[src/rtl/fifo_rd_drainer_pkg.sv]
// Shared types and constants for the FIFO read-side drainer.
// Also holds the skid-buffer credit helper used by the read strobe logic.
package fifo_rd_drainer_pkg;

    localparam int FIFO_WIDTH = 16;
    localparam int FIFO_DEPTH = 16;
    localparam int SKID_DEPTH = 2;

    typedef enum logic [1:0] {
        RD_IDLE  = 2'd0,
        RD_RUN   = 2'd1,
        RD_DRAIN = 2'd2
    } rd_state_e;

    // A read may be issued only if the word it returns is guaranteed a slot.
    function automatic logic has_credit(input logic [1:0] occ,
                                        input logic       inflight,
                                        input logic       pop);
        logic [2:0] pending;
        pending = 3'(occ) + 3'(inflight) - 3'(pop);
        return pending < 3'(SKID_DEPTH);
    endfunction

endpackage

[src/rtl/fifo_rd_drainer_if.sv]
// FIFO read port plus downstream valid/ready stream, bundled for the drainer.
// master = the drainer, slave = FIFO and consumer side.
interface fifo_rd_drainer_if
    import fifo_rd_drainer_pkg::*;
#(
    parameter int W = FIFO_WIDTH
) ();

    logic         fifo_rd_en;
    logic [W-1:0] fifo_dout;
    logic         fifo_empty;
    logic         fifo_underflow;
    logic [W-1:0] m_data;
    logic         m_valid;
    logic         m_ready;

    modport master (
        output fifo_rd_en, m_data, m_valid,
        input  fifo_dout, fifo_empty, fifo_underflow, m_ready
    );

    modport slave (
        input  fifo_rd_en, m_data, m_valid,
        output fifo_dout, fifo_empty, fifo_underflow, m_ready
    );

endinterface

[src/rtl/fifo_rd_skid.sv]
// Two-entry skid buffer absorbing the FIFO read latency.
// Head entry stays stable until popped; clear empties it without touching contents.
module fifo_rd_skid
    import fifo_rd_drainer_pkg::*;
#(
    parameter int W = FIFO_WIDTH
) (
    input  logic         clk,
    input  logic         rst,
    input  logic         clear,
    input  logic         push,
    input  logic [W-1:0] din,
    input  logic         pop,
    output logic [W-1:0] dout,
    output logic [1:0]   occ
);

    logic [W-1:0] mem_reg [SKID_DEPTH];
    logic         wr_ptr_reg;
    logic         rd_ptr_reg;
    logic [1:0]   occ_reg;

    always_ff @(posedge clk or posedge rst) begin
        if (rst) begin
            for (int i = 0; i < SKID_DEPTH; i++) begin
                mem_reg[i] <= '0;
            end
            wr_ptr_reg <= 1'b0;
            rd_ptr_reg <= 1'b0;
            occ_reg    <= 2'd0;
        end else if (clear) begin
            wr_ptr_reg <= 1'b0;
            rd_ptr_reg <= 1'b0;
            occ_reg    <= 2'd0;
        end else begin
            if (push) begin
                mem_reg[wr_ptr_reg] <= din;
                wr_ptr_reg          <= ~wr_ptr_reg;
            end
            if (pop) begin
                rd_ptr_reg <= ~rd_ptr_reg;
            end
            occ_reg <= occ_reg + 2'(push) - 2'(pop);
        end
    end

    assign dout = mem_reg[rd_ptr_reg];
    assign occ  = occ_reg;

endmodule

[src/rtl/fifo_rd_drainer.sv]
// Read-side master for the synchronous FIFO: credit-based rd_en, 1-cycle latency
// absorption into a skid buffer, and an IDLE/RUN/DRAIN control FSM.
module fifo_rd_drainer
    import fifo_rd_drainer_pkg::*;
#(
    parameter int FIFO_WIDTH = 16,
    parameter int CNT_W      = 16
) (
    input  logic              clk,
    input  logic              rst,
    input  logic              enable,
    input  logic              flush,
    fifo_rd_drainer_if.master bus,
    output logic              busy,
    output logic              err_underflow,
    output logic [CNT_W-1:0]  rd_count
);

    rd_state_e             state_reg;
    rd_state_e             state_next;
    logic                  inflight_reg;
    logic                  err_underflow_reg;
    logic [CNT_W-1:0]      rd_count_reg;

    logic [1:0]            occ;
    logic [FIFO_WIDTH-1:0] head;
    logic                  m_valid_int;
    logic                  pop;
    logic                  push;
    logic                  clear;
    logic                  rd_en;

    assign m_valid_int = (occ != 2'd0);
    assign pop         = m_valid_int & bus.m_ready;

    always_ff @(posedge clk or posedge rst) begin
        if (rst) begin
            state_reg <= RD_IDLE;
        end else begin
            state_reg <= state_next;
        end
    end

    // flush outranks enable everywhere; DRAIN leaves only once nothing is pending
    always_comb begin
        state_next = state_reg;
        case (state_reg)
            RD_IDLE:  if (!flush && enable) state_next = RD_RUN;
            RD_RUN:   if (flush) state_next = RD_DRAIN;
                      else if (!enable) state_next = RD_IDLE;
            RD_DRAIN: if (!inflight_reg && (occ == 2'd0)) state_next = RD_IDLE;
            default:  state_next = RD_IDLE;
        endcase
    end

    always_comb begin
        rd_en = 1'b0;
        clear = 1'b0;
        case (state_reg)
            RD_IDLE:  clear = flush;
            RD_RUN:   rd_en = !bus.fifo_empty && has_credit(occ, inflight_reg, pop);
            RD_DRAIN: clear = 1'b1;
            default:  ;
        endcase
    end

    // Returned word is dropped when flagged as underflow or while the buffer is cleared
    assign push = inflight_reg & !bus.fifo_underflow & !clear;

    always_ff @(posedge clk or posedge rst) begin
        if (rst) begin
            inflight_reg      <= 1'b0;
            err_underflow_reg <= 1'b0;
            rd_count_reg      <= '0;
        end else begin
            inflight_reg <= rd_en;
            if (inflight_reg && bus.fifo_underflow) begin
                err_underflow_reg <= 1'b1;
            end
            if (pop) begin
                rd_count_reg <= rd_count_reg + 1'b1;
            end
        end
    end

    fifo_rd_skid #(
        .W (FIFO_WIDTH)
    ) u_skid (
        .clk   (clk),
        .rst   (rst),
        .clear (clear),
        .push  (push),
        .din   (bus.fifo_dout),
        .pop   (pop),
        .dout  (head),
        .occ   (occ)
    );

    assign bus.fifo_rd_en = rd_en;
    assign bus.m_valid    = m_valid_int;
    assign bus.m_data     = head;

    assign busy          = (state_reg != RD_IDLE) | inflight_reg | m_valid_int;
    assign err_underflow = err_underflow_reg;
    assign rd_count      = rd_count_reg;

endmodule

[src/flat_wrapper.sv]
// flat-port wrapper written by rule: the top's interface ports become plain ports
module fifo_rd_drainer_flat import fifo_rd_drainer_pkg::*;
#(
    parameter int FIFO_WIDTH = 16,
    parameter int CNT_W      = 16
)
  (clk, rst, enable, flush, busy, err_underflow, rd_count, bus_fifo_rd_en, bus_m_data, bus_m_valid, bus_fifo_dout, bus_fifo_empty, bus_fifo_underflow, bus_m_ready);
  fifo_rd_drainer_if #(.W((16))) bus_i ();
  input  logic clk;
  input  logic rst;
  input  logic enable;
  input  logic flush;
  output logic busy;
  output logic err_underflow;
  output logic [CNT_W-1:0] rd_count;
  output wire logic [$bits(bus_i.fifo_rd_en)-1:0] bus_fifo_rd_en;
  output wire logic [$bits(bus_i.m_data)-1:0] bus_m_data;
  output wire logic [$bits(bus_i.m_valid)-1:0] bus_m_valid;
  input wire logic [$bits(bus_i.fifo_dout)-1:0] bus_fifo_dout;
  input wire logic [$bits(bus_i.fifo_empty)-1:0] bus_fifo_empty;
  input wire logic [$bits(bus_i.fifo_underflow)-1:0] bus_fifo_underflow;
  input wire logic [$bits(bus_i.m_ready)-1:0] bus_m_ready;
  assign bus_fifo_rd_en = bus_i.fifo_rd_en;
  assign bus_m_data = bus_i.m_data;
  assign bus_m_valid = bus_i.m_valid;
  assign bus_i.fifo_dout = bus_fifo_dout;
  assign bus_i.fifo_empty = bus_fifo_empty;
  assign bus_i.fifo_underflow = bus_fifo_underflow;
  assign bus_i.m_ready = bus_m_ready;
  fifo_rd_drainer #(.FIFO_WIDTH(FIFO_WIDTH), .CNT_W(CNT_W)) u_core (.clk(clk), .rst(rst), .enable(enable), .flush(flush), .bus(bus_i), .busy(busy), .err_underflow(err_underflow), .rd_count(rd_count));
endmodule
[config.mk]
export PLATFORM = sky130hd
export DESIGN_NAME = fifo_rd_drainer_flat
export DESIGN_NICKNAME = d
export VERILOG_FILES = /design/src/rtl/fifo_rd_drainer_pkg.sv /design/src/rtl/fifo_rd_drainer_if.sv /design/src/rtl/fifo_rd_skid.sv /design/src/rtl/fifo_rd_drainer.sv /design/src/flat_wrapper.sv
export SDC_FILE = /design/constraint.sdc
export NUM_CORES = 1
export LEC_CHECK = 0
export BUFFER_PORTS_ARGS = -buffer_cell sky130_fd_sc_hd__buf_2
export CELL_PAD_IN_SITES_DETAIL_PLACEMENT = 1
export CELL_PAD_IN_SITES_GLOBAL_PLACEMENT = 2
export CORE_MARGIN = 4
export CORE_UTILIZATION = 36
export CTS_CLUSTER_DIAMETER = 150
export DETAILED_ROUTE_END_ITERATION = 12
export PLACE_DENSITY = 0.79
export SLEW_MARGIN = 10
export SYNTH_ARGS = -nofsm -noshare
export SYNTH_HDL_FRONTEND = slang
export SYNTH_HIERARCHICAL = 1
export SYNTH_SLANG_ARGS = --single-unit
[constraint.sdc]
create_clock -name clk -period 3.25 [get_ports clk]
set_input_delay 0.65 -clock clk [delete_from_list [all_inputs] [get_ports clk]]
set_output_delay 0.65 -clock clk [all_outputs]
set_load 0.01 [all_outputs]
**After elaboration in Yosys (flattened, before gate mapping)**

Cells that the tools add are included.

- Reduce and logical (&&, ||, !) cells: 18
- Mux-type cells: 18
- Magnitude comparators: 4
- Shift operators: 0
- Bitwise logic cells: 10
- $mul: 0
- Add/subtract/negate cells: 5
- Equality and inequality tests: 5
- Divide/modulo/power cells: 0

Operators with widths:

| kind | number |
|---|---|
| $mux 16 | 4 |
| $bwmux 32 | 1 |
| $add 16x1->16 const B | 1 |
| $demux 16 s1 | 1 |
| $mux 2 | 5 |
| $reduce_bool 2->1 | 4 |
| $pmux 2 s3 | 1 |
| $logic_and 1x1->1 | 5 |
| $logic_not 1->1 | 5 |
| $mux 1 | 5 |
| $ge 2x2->1 const B | 2 |
| $logic_not 2->1 | 2 |
| $ne 2x1->1 const B | 2 |
| $not 1->2 | 2 |
| $add 2x1->3 | 1 |
| $and 1x1->1 | 3 |
| $lt 3x2->1 const B | 1 |
| $ne 3x3->1 const B | 1 |
| $not 1->1 | 3 |
| $reduce_and 3->1 | 1 |
| $sub 3x1->3 | 1 |
| $add 2x1->2 | 1 |
| $eq 2x1->1 const B | 1 |
| $eq 2x2->1 const B | 1 |
| 5 further kinds | 6 |

- Memories: 0
- Latch bits: 0
- RAM bits: 0
- Bits of input ports: 23
- Register bits after elaboration: 56
- ROM bits: 0

**Longest topological paths before layout**

- Depth after elaboration: 7
- Gate-level depth with buffers: 9
- Gate-level depth less buffers: 9

**By module**

Netlist, hierarchy kept.

By module, submodules not included:

| module | instances | sequential area each (um^2) | cells an instance | area an instance (um^2) |
|---|---|---|---|---|
| fifo_rd_skid | 1 | 900.9 | 102 | 1602.8 |
| fifo_rd_drainer | 1 | 500.5 | 83 | 964.7 |

**Worst setup path before layout**

No wires, ideal clock.

- Path kind: input -> output
- Start: input bus_m_ready
- End: output bus_fifo_rd_en
- Stages: 7
- Arrival: 2.047 ns
- Setup slack: 0.553 ns
- Data required time: 2.600 ns
- Buffers on the path: 0
- Path through: o21ai_4 > inv_1 > ha_1 > nand2b_1 > fa_1 > nand4bb_1 > nor2_1

- Cells in the longest elaborated chain, start to end: 5

Ends and longest elaborated chain:

| item | line | text |
|---|---|---|
| start: declaration | flat_wrapper.sv:22 | `input wire logic [$bits(bus_i.m_ready)-1:0] bus_m_ready;` |
| $and 1x1->1 | fifo_rd_drainer.sv:34 | `assign pop = m_valid_int & bus.m_ready;` |
| named net u_core.pop | fifo_rd_drainer.sv:28 | `logic pop;` |
| $sub 3x1->3 | fifo_rd_drainer_pkg.sv:20 | `pending = 3'(occ) + 3'(inflight) - 3'(pop);` |
| $lt 3x2->1 | fifo_rd_drainer_pkg.sv:21 | `return pending < 3'(SKID_DEPTH);` |
| $logic_and 1x1->1 | fifo_rd_drainer.sv:61 | `RD_RUN: rd_en = !bus.fifo_empty && has_credit(occ, inflight_reg, pop);` |
| $mux 1 | fifo_rd_drainer.sv:59 | `case (state_reg)` |
| end: declaration | flat_wrapper.sv:16 | `output wire logic [$bits(bus_i.fifo_rd_en)-1:0] bus_fifo_rd_en;` |

The timed path passes the listed nets, and every way through them passes these cells.

**Worst setup path after layout**

- Start: register u_core.u_skid.occ_reg[1], in the netlist u_core/u_skid/occ[1]
- End: output bus_fifo_rd_en

- Cells in the longest elaborated chain, start to end: 6
- Elaborated cells on any way between the ends: 7
- Classes of those cells: add/sub: 2; order compare: 1; mux: 1; bitwise: 1; reduce/logical: 2

Ends and longest elaborated chain:

| item | line | text |
|---|---|---|
| start: declaration | fifo_rd_skid.sv:21 | `logic [1:0] occ_reg;` |
| start signal: assignment | fifo_rd_skid.sv:43 | `occ_reg <= occ_reg + 2'(push) - 2'(pop);` |
| $reduce_bool 2->1 | fifo_rd_drainer.sv:33 | `assign m_valid_int = (occ != 2'd0);` |
| $and 1x1->1 | fifo_rd_drainer.sv:34 |  |
| named net u_core.pop | fifo_rd_drainer.sv:28 |  |
| $sub 3x1->3 | fifo_rd_drainer_pkg.sv:20 |  |
| $lt 3x2->1 | fifo_rd_drainer_pkg.sv:21 |  |
| $logic_and 1x1->1 | fifo_rd_drainer.sv:61 |  |
| $mux 1 | fifo_rd_drainer.sv:59 |  |

The timed path passes the listed nets, and every way through them passes these cells.

==> flow_summary.ini <==
[drt]
dr_wl_met2_um = 2620
drc = 0
wl_met3_um = 205
wl_met1_um = 2290
ant_nets = 0
first_pass_iters = 4
highest-signal-layer = met4
vias_per_cell = 4.67
wl_per_cell_um = 14.9
vias = 1620
drt_first_iter_violations = 59
detail_route.wirelength_um = 5170

[sta]
timing.setup.tns_ns = 0
worstMarginPinSlew_ns = 0.804
fin_crit_ns = 2.98
finalHoldViolations = 0
clock_skew_ns = 0.0119
fmax_mhz = 335
worst_slack_ns = 0.266
relSlewSlack = 0.463
setup_viol_count_final = 0
rsz0062_at_grt = false
period_share = 0.918
drv_slew = 0

[synth]
synthTopCellsByArea = dfrtp_1 55%, mux2_2 21%, xnor2_1 5.1%, ha_1 1.9%, nand2_1 1.5%
ys_seq_area_frac = 0.546
syn_avg_cell_area_sq_um = 13.9
synth_area_leader_cell = dfrtp_1
synth_fp_nets = 213
yosys_most_used_dff = dfrtp_1
syn_area_sq_um = 2570
ys_ff_latch = 56
synth_top_area_frac = 0.546
synth_edf_count = 0
async_reset_ff_frac = 1.00
yosys_warnings = 6
synthCells = 185
synth_cell_types = 34

[critical_path]
cp-start-kind = flop
cp_slowest_cell = dfrtp_2
crit_chain = o21ai_4 > inv_1 > ha_1 > nand2b_1 > fa_1 > nand4bb_1 > nor2_1 > buf_2
crit_family = adder cells
criticalPathCategory = flop to output port
required_ns = 2.60
arrival_ns = 2.33
slowest_delay_ns = 0.49
crit_fanout = 7
end_kind = output port
path_buf_inv = 2

[clock_network]
h-tree-depth = 2
cts.sinks = 56
path_clk_slew_ns = 0.10
cts_hold_buf = 0
insertion_delay_ns = 0.31
cts_root_buf = clkbuf_8
cts_buffers = 5
clockBufferDepth = 2
cts_tree = yes

[place]
io_buffers = 58
post-place-ws_ns = 0.311
gp_congestion = 0.704
hpwl_um = 3900
placed_area_sq_um = 2970

[pwr]
power_uw = 1920
leakagePower_uw = 0.00158
pwr_density_cell_nw_per_um2 = 625
p_int_uw = 1310
power_frac_seq = 0.494
switchingPower_uw = 608
p_comb_frac = 0.296
ir_drop_mv = 0.269
switching_share = 0.317
clkPwrFrac = 0.210

[finish]
area_growth_syn_to_layout_pct = 19.6
fin_nets = 278
multi_input_area_sq_um = 1100
final_area_sq_um = 3070
drive_above_1_share = 0.510
largest_register_ffs = 32
post-route-util = 0.447
fillers = 746
diodes = 0
seqCellArea_sq_um = 1400

[die]
die_y_um = 92.5
die_w_um = 92.5
core_area_sq_um = 6870
rows = 30
dieArea_sq_um = 8550
io_pins = 59
floorplan.initialDensity = 0.374

[run_status]
outcome = complete, no violations

[global_route]
grt_overflow_total = 0
grt_max_degree = 21
grt_pass1_vias = 1779
grt_usage = 0.130
grt_pass1_wl_um = 8860
antenna_found_initial = 0

[worst_hold_path]
hold_path_class = input pin to async pin

[flow_run]
drv_cap = 0
## per-layer routing
layer  vias up  GRT usage
li1        764          -
met5         -          0
met1       825      0.167
met3         4     0.0382
met4         0     0.0334
met2        27      0.216
## timing repair
| item | CTS | global route |
|---|---|---|
| setup endpoints to repair | 0 | 1 |
| gates resized for setup | 0 | 1 |
| buffers inserted | 0 | 1 |
## worst paths after layout
| check | slack [ns] | start | endpoint | cells after the start |
|---|---|---|---|---|
| setup / recovery | 0.27 | u_core/u_skid/occ[1] | bus_fifo_rd_en | 8 |
| min in group clk | 0.47 | u_core/rd_count[15] | u_core/rd_count[15] | 1 |
| hold / removal | 0.46 | rst | u_core/u_skid/mem_reg[23] | 2 |
| hold reg to reg | 0.47 | u_core/rd_count[15] | u_core/rd_count[15] | 1 |
| setup reg to reg | 0.97 | u_core/state_reg[1] | u_core/u_skid/mem_reg[24] | 6 |
| max in group asynchronous | 2.07 | rst | u_core/u_skid/mem_reg[18] | 3 |
## cells in the final DEF, fill, tap and decap left out, types with 2 or more instances in the layout
cell / count
and3_1: 2
buf_2: 58
buf_4: 4
clkbuf_8: 6
clkinvlp_4: 2
dfrtp_1: 55
ha_1: 4
inv_1: 7
mux2_2: 48
nand2_1: 10
nand3_1: 4
nand4_1: 2
nor2_1: 8
or2_2: 2
or3_1: 2
xnor2_1: 15
xor2_1: 3
## metrics by stage
| step | instances | hold slack (ns) |
|---|---|---|
| after CTS | 346 | 0.476 |
| final | 347 | 0.456 |
| after global placement | 338 | 0.440 |
| after floorplan | 185 | 0.474 |
| after global routing | 347 | 0.490 |
| after detailed placement | 338 | 0.451 |
## logic make-up after synthesis
kind of cell / after synthesis / synth area share
flops: 56 / 0.546
mux: 48 / 0.211
compound gates: 4 / 0.0146
fa+ha+maj: 5 / 0.0273
buf+inv: 11 / 0.0239
simple gates: 42 / 0.108
xor+xnor: 19 / 0.0702
## power by group through the flow
stage	sequential (uW)	combinational [uW]	clock (uW)
6_report	948	568	402
5_1_grt	977	633	455
4_1_cts	955	580	422
3_5_place_dp	968	577	0
3_3_place_gp	959	562	0
2_1_floorplan	914	404	0
## area by class of cell
| type | count | share of cell area |
|---|---|---|
| Timing Repair Buffer | 62 | 0.104 |
| Sequential cell | 56 | 0.457 |
| Inverter | 7 | 0.00855 |
| Multi-Input combinational cell | 118 | 0.360 |
| Tap cell | 96 | 0.0391 |
| Clock buffer | 6 | 0.0269 |
| Clock inverter | 2 | 0.00489 |
## cells in the mapped netlist, types with 2 or more instances
cell     number
and3_1        2
buf_2         2
dfrtp_1      56
ha_1          4
inv_1         7
mux2_2       48
nand2_1      10
nand3_1       4
nand4_1       2
nor2_1        8
or2_2         2
or3_1         2
xnor2_1      15
xor2_1        3
No activity file was read; power rests on OpenSTA's default activity.
